[src/rtl/serial_loader_if.sv]
// ----------------------------------------------------------------------------
// serial_loader_if -- word handshake between serial_loader and its consumer.
//
//   word_valid  producer -> consumer  assembled word pair is presented
//   word_ready  consumer -> producer  consumer accepts the presented word
//   word_addr   producer -> consumer  0-based word index (ADDR_W bits)
//   pix_word    producer -> consumer  assembled pixel byte
//   wgt_word    producer -> consumer  assembled weight byte
//
// A transfer happens on a rising clock edge with word_valid && word_ready.
// ----------------------------------------------------------------------------
interface serial_loader_if #(
    parameter int ADDR_W = 7
);
    logic              word_valid;
    logic              word_ready;
    logic [ADDR_W-1:0] word_addr;
    logic [7:0]        pix_word;
    logic [7:0]        wgt_word;

    modport master (
        output word_valid,
        output word_addr,
        output pix_word,
        output wgt_word,
        input  word_ready
    );

    modport slave (
        input  word_valid,
        input  word_addr,
        input  pix_word,
        input  wgt_word,
        output word_ready
    );
endinterface

[src/rtl/serial_loader.sv]
// ----------------------------------------------------------------------------
// serial_loader -- assembles a serial stream of (pixel, weight) bit pairs into
// byte-wide words and hands them to a consumer over a valid/ready interface.
//
// Ports:
//   clk, reset_n       single clock, asynchronous active-low reset
//   sync_in_p/w        synchronized pixel / weight bit
//   sync_in_en         synchronized load strobe; each rising edge = one pair
//   wb (master)        word_valid/word_ready/word_addr/pix_word/wgt_word
//   done               high once all TOTAL_BITS pairs are in and the final
//                      word has left the output register
//   overrun            sticky: a completed word was dropped because the
//                      previous one was still waiting
//   match_cnt          XNOR popcount of accepted pairs
//
// Build option: define LOADER_XNOR_CNT_EN to build the match counter;
// otherwise match_cnt is tied to 0.
// ----------------------------------------------------------------------------
module serial_loader #(
    parameter int TOTAL_BITS = 784,
    parameter int ADDR_W     = 7
) (
    input  logic            clk,
    input  logic            reset_n,
    input  logic            sync_in_p,
    input  logic            sync_in_w,
    input  logic            sync_in_en,
    serial_loader_if.master wb,
    output logic            done,
    output logic            overrun,
    output logic [9:0]      match_cnt
);

    // Bit counter must hold TOTAL_BITS-1 and expose a 3-bit in-word position.
    localparam int CNT_W = ($clog2(TOTAL_BITS + 1) < 3) ? 3 : $clog2(TOTAL_BITS + 1);

    typedef enum logic [1:0] {
        ST_LOAD  = 2'd0,
        ST_DRAIN = 2'd1,
        ST_DONE  = 2'd2
    } state_t;

    state_t            state_q, state_d;
    logic              en_q;
    logic [CNT_W-1:0]  bit_cnt;
    logic [7:0]        pix_sr, wgt_sr;
    logic [ADDR_W-1:0] wr_idx;
    logic              valid_q;
    logic [7:0]        pix_q, wgt_q;
    logic [ADDR_W-1:0] addr_q;
    logic              overrun_q;

    logic              strobe, take, last_bit, word_done, xfer, can_load;
    logic [7:0]        pix_nxt, wgt_nxt;
    logic [2:0]        algn_sh;

    // Rising-edge detect on the load strobe; data is sampled in the same cycle.
    assign strobe    = sync_in_en & ~en_q;
    assign take      = strobe && (state_q == ST_LOAD);
    assign pix_nxt   = {pix_sr[6:0], sync_in_p};
    assign wgt_nxt   = {wgt_sr[6:0], sync_in_w};
    assign last_bit  = (bit_cnt == CNT_W'(TOTAL_BITS - 1));
    assign word_done = take && ((bit_cnt[2:0] == 3'd7) || last_bit);
    assign xfer      = valid_q && wb.word_ready;
    assign can_load  = !valid_q || xfer;
    // A short final word holds its bits in the low end of the shift register;
    // shift them up so the word is left-aligned and zero-filled. For a full
    // word this is zero. Stale bits from the previous word fall off the top.
    assign algn_sh   = 3'd7 - bit_cnt[2:0];

    // ---------------------------------------------------------------- FSM
    always_ff @(posedge clk or negedge reset_n) begin
        if (!reset_n) state_q <= ST_LOAD;
        else          state_q <= state_d;
    end

    always_comb begin
        state_d = state_q;
        case (state_q)
            ST_LOAD:  if (take && last_bit) state_d = ST_DRAIN;
            ST_DRAIN: if (can_load)         state_d = ST_DONE;
            ST_DONE:  state_d = ST_DONE;    // only reset leaves DONE
            default:  state_d = ST_LOAD;
        endcase
    end

    // ----------------------------------------------------------- datapath
    always_ff @(posedge clk or negedge reset_n) begin
        if (!reset_n) begin
            en_q      <= 1'b0;
            bit_cnt   <= '0;
            pix_sr    <= '0;
            wgt_sr    <= '0;
            wr_idx    <= '0;
            valid_q   <= 1'b0;
            pix_q     <= '0;
            wgt_q     <= '0;
            addr_q    <= '0;
            overrun_q <= 1'b0;
        end else begin
            en_q <= sync_in_en;

            if (take) begin
                pix_sr  <= pix_nxt;
                wgt_sr  <= wgt_nxt;
                bit_cnt <= bit_cnt + CNT_W'(1);
            end

            if (word_done) begin
                // The write index advances even when the word is dropped so
                // later words keep their true position in the image.
                wr_idx <= wr_idx + ADDR_W'(1);
                if (can_load) begin
                    pix_q   <= pix_nxt << algn_sh;
                    wgt_q   <= wgt_nxt << algn_sh;
                    addr_q  <= wr_idx;
                    valid_q <= 1'b1;
                end else begin
                    overrun_q <= 1'b1;
                end
            end else if (xfer) begin
                valid_q <= 1'b0;
            end
        end
    end

`ifdef LOADER_XNOR_CNT_EN
    logic [9:0] match_q;

    // Counts only pairs accepted in LOAD, so it freezes from DRAIN onward.
    always_ff @(posedge clk or negedge reset_n) begin
        if (!reset_n)                          match_q <= '0;
        else if (take && (sync_in_p == sync_in_w)) match_q <= match_q + 10'd1;
    end

    assign match_cnt = match_q;
`else
    assign match_cnt = '0;
`endif

    assign wb.word_valid = valid_q;
    assign wb.pix_word   = pix_q;
    assign wb.wgt_word   = wgt_q;
    assign wb.word_addr  = addr_q;
    assign done          = (state_q == ST_DONE);
    assign overrun       = overrun_q;

endmodule

[src/flat_wrapper.sv]
// flat-port wrapper written by rule: the top's interface ports become plain ports
module serial_loader_flat 
#(
    parameter int TOTAL_BITS = 784,
    parameter int ADDR_W     = 7
)
  (clk, reset_n, sync_in_p, sync_in_w, sync_in_en, done, overrun, match_cnt, wb_word_valid, wb_word_addr, wb_pix_word, wb_wgt_word, wb_word_ready);
  serial_loader_if #(.ADDR_W(ADDR_W)) wb_i ();
  input  logic clk;
  input  logic reset_n;
  input  logic sync_in_p;
  input  logic sync_in_w;
  input  logic sync_in_en;
  output logic done;
  output logic overrun;
  output logic [9:0] match_cnt;
  output wire logic [$bits(wb_i.word_valid)-1:0] wb_word_valid;
  output wire logic [$bits(wb_i.word_addr)-1:0] wb_word_addr;
  output wire logic [$bits(wb_i.pix_word)-1:0] wb_pix_word;
  output wire logic [$bits(wb_i.wgt_word)-1:0] wb_wgt_word;
  input wire logic [$bits(wb_i.word_ready)-1:0] wb_word_ready;
  assign wb_word_valid = wb_i.word_valid;
  assign wb_word_addr = wb_i.word_addr;
  assign wb_pix_word = wb_i.pix_word;
  assign wb_wgt_word = wb_i.wgt_word;
  assign wb_i.word_ready = wb_word_ready;
  serial_loader #(.TOTAL_BITS(TOTAL_BITS), .ADDR_W(ADDR_W)) u_core (.clk(clk), .reset_n(reset_n), .sync_in_p(sync_in_p), .sync_in_w(sync_in_w), .sync_in_en(sync_in_en), .wb(wb_i), .done(done), .overrun(overrun), .match_cnt(match_cnt));
endmodule
[config.mk]
export PLATFORM = sky130hd
export DESIGN_NAME = serial_loader_flat
export DESIGN_NICKNAME = d
export VERILOG_FILES = /design/src/rtl/serial_loader_if.sv /design/src/rtl/serial_loader.sv /design/src/flat_wrapper.sv
export SDC_FILE = /design/constraint.sdc
export NUM_CORES = 1
export LEC_CHECK = 0
export CORE_MARGIN = 4
export CORE_UTILIZATION = 50
export CTS_CLUSTER_DIAMETER = 100
export DETAILED_ROUTE_END_ITERATION = 12
export HOLD_SLACK_MARGIN = 0.15
export PLACE_DENSITY = 0.74
export SLEW_MARGIN = 20
export SYNTH_ARGS = -nofsm -noshare
export SYNTH_HDL_FRONTEND = slang
export SYNTH_SLANG_ARGS = --single-unit
[constraint.sdc]
create_clock -name clk -period 2.9 [get_ports clk]
set_input_delay 0.435 -clock clk [delete_from_list [all_inputs] [get_ports clk]]
set_output_delay 0.435 -clock clk [all_outputs]
set_load 0.03 [all_outputs]
==> metrics.txt <==
Placed Area between 3000 and 4000 um^2; RSZ-0062 raised after global routing false; Crit Path Class flip-flop to flip-flop; CP Data Arrival Time between 2000 and 2500 ps; # Post-CTS Setup Buffers 0; Worst Hold Slack about 470 ps; Mapped Avg Cell Area between 10 and 15 um^2; VDD IR max 0.4364 mV; GPL Wtd Cong roughly 0.85; Slew Viols, Final 0; antenna violations before repair 0; setup TNS 0 ps; global-route wire length before repair 9.535 mm; most frequent cells in the layout nand2_1, dfrtp_1, clkdlybuf4s50_1; register area share after synthesis 0.4872; CTS Root Cell clkbuf_8; Yosys warnings 0; Std-Cell Rows 28; status finished clean; crit start category flip-flop; Total GRT Usage 0.1653; vias per inst about 5; clk sink count 59; setup ws final around 660 ps; Routed WL about 5.4 mm; CP Launch Point u_core.state_q[0]; minimum clock period roughly 2200 ps; worst stage delay on the critical path around 470 ps; vias in the first global route 1976; Max Freq ~0.45 GHz; Die Footprint roughly 7400 um^2; CP delay by family, top simple AND/OR/NAND/NOR gates; H-Tree Depth 3; drt pass-1 iters 4; CP Capture Point u_core.wb.pix_word[7]; Max-Cap Viols 0; R2R Setup Slk about 660 ps; Final ANT Viol Nets 0; worst path bufs/invs 1; hold path startpoint u_core.bit_cnt[9]; Post-DP HPWL between 3 and 4 mm; # diodes 0; grt ovf 0; Setup violations, final 0; Reg clk slew, reported paths around 70 ps; slew margin rel. 0.6447; CP Cell Sequence inv_1 -> ha_1 -> and3b_1 -> and2_0 -> o21a_4 -> mux2_2; leading cell type in the layout, fill and taps excluded nand2_1; vias between 1500 and 2000; PostCTS Resize Cnt 0; initial drt markers approximately 110; Nets ~320; core area slightly below 6000 um^2; Final Power 3.015 mW; CTS tree done; largest net degree at the start of global routing 25; leakage 1.752 nW; die height approximately 86 um; RR Startpoint u_core.state_q[0]; register bit total from synthesis 59; CTS max path bufs 2; Slowest-stage cell, CP o21a_4; Starting Density 0.5149; Die X 85.85 um; synth unique cells 45; pre-CTS setup slack approximately 450 ps; post-synthesis cell area a little over 3000 um^2; CTS Hold Bufs 1; post-route cell area roughly 3600 um^2; share of layout cells above drive strength 1 0.1847; DR WL/cell roughly 14 um; worst reg2reg path depth 6; port bufs 31; clk_skew approximately 8.5 ps; Gate Count Post-Synth approximately 270; Area Overhead vs Synth 18.66%; crit-path max FO 23; post-route DRC violation count 0; Crit. End Element flip-flop; PD cells 838.4 nW/um^2; TritonCTS buffer count 9; I/O pin count 42; endpoints failing hold 0; Data required, critical path approximately 3100 ps; Levels on crit path 6; post-synth top area cell dfrtp_1; Yosys top cell area share 0.4872; worst slew pin tran ~530 ps; HP Class flip-flop to flip-flop; top cells by area, synth dfrtp_1, mux2_4, nand2_1, mux2_2, mux2i_1; Clock Latency Late Sink about 340 ps; capturing point of the worst reg2reg path u_core.wb.pix_word[7]; fin crit share 0.7727
## per-layer routing
layer	GRT usage	vias up	part of all wire
met5	0	-	0
met4	0.1036	0	0.027
met3	0.02882	11	0.030
met2	0.2436	39	0.45
met1	0.2261	947	0.49
li1	-	980	-
## sequential cells by signal (all words and copies together) (netlist names)
register	count
u_core.bit_cnt	10
u_core.en_q	1
u_core.overrun	1
u_core.pix_sr	7
u_core.state_q	2
u_core.wb.pix_word	8
u_core.wb.wgt_word	8
u_core.wb.word_addr	7
u_core.wb.word_valid	1
u_core.wgt_sr	7
u_core.wr_idx	7
## cell type report
class,count,area [um^2]
clock inverters,6,88.84
inverters,5,18.77
well taps,75,93.84
multi-input cells,194,1405
flip-flops and latches,59,1476
repair buffers,40,375.4
clock buffers,10,137.6
fillers,466,2290
## per-stage QoR
step	instances	utilization
final	389	0.6110
after global routing	389	0.6110
after CTS	389	0.6110
after detailed placement	372	0.5708
after global placement	372	0.5708
after floorplan	281	-
## report_power, final
part	switching (mW)	internal (mW)	leakage, nW	total [mW]
registers	0.121	0.978	0.787	1.10
clock network	0.333	0.506	0.108	0.840
logic	0.585	0.491	0.856	1.08
total	1.04	1.98	1.75	3.01
## synth_stat cells
master	instances
mux4_2	1
a22oi_1	1
a221oi_1	2
xnor2_1	9
nand2_1	60
buf_2	3
nand3b_1	1
nor3_1	1
xor2_1	5
o21bai_1	1
o31ai_1	1
o22ai_1	2
a31oi_1	1
nand3_1	4
buf_12	2
inv_1	5
mux2_2	11
and2b_1	3
and3b_1	2
dfrtp_1	59
buf_4	11
nor2b_1	5
and3_1	6
a21o_1	1
buf_1	1
or2_2	1
mux2i_1	10
mux2_4	17
nand2b_1	2
conb_1	1
o221ai_1	2
a211oi_1	3
ha_1	6
or4b_4	1
o2111ai_1	2
o21a_4	1
clkbuf_1	6
or2b_1	1
nor3b_1	1
a21oi_1	6
nor4_4	1
and2_0	1
nor2_1	6
o211ai_1	2
o21ai_0	4
## worst min path at each step
stage | to | slack (ps) | depth (start not counted)
2_1_floorplan | u_core.bit_cnt[0] | 140 | 0
6_report | u_core.bit_cnt[9] | 470 | 1
3_3_place_gp | u_core.wb.wgt_word[1] | 440 | 1
5_1_grt | u_core.wr_idx[6] | 500 | 1
3_5_place_dp | u_core.wb.wgt_word[1] | 440 | 1
4_1_cts | u_core.bit_cnt[9] | 470 | 1
## cell families (layout without fill, tap and decap cells)
logic type,Yosys count,after routing,share of synthesized area
and+or+nand+nor,96,96,0.1532
buffers and inverters,28,61,0.06028
muxes,39,39,0.1656
DFF,59,59,0.4872
other,1,10,0.001237
AOI/OAI and AO/OA,29,29,0.06730
adders and majority gates,6,6,0.02477
xor gates and xnor gates,14,14,0.04046
No activity file was read; power rests on OpenSTA's default activity.
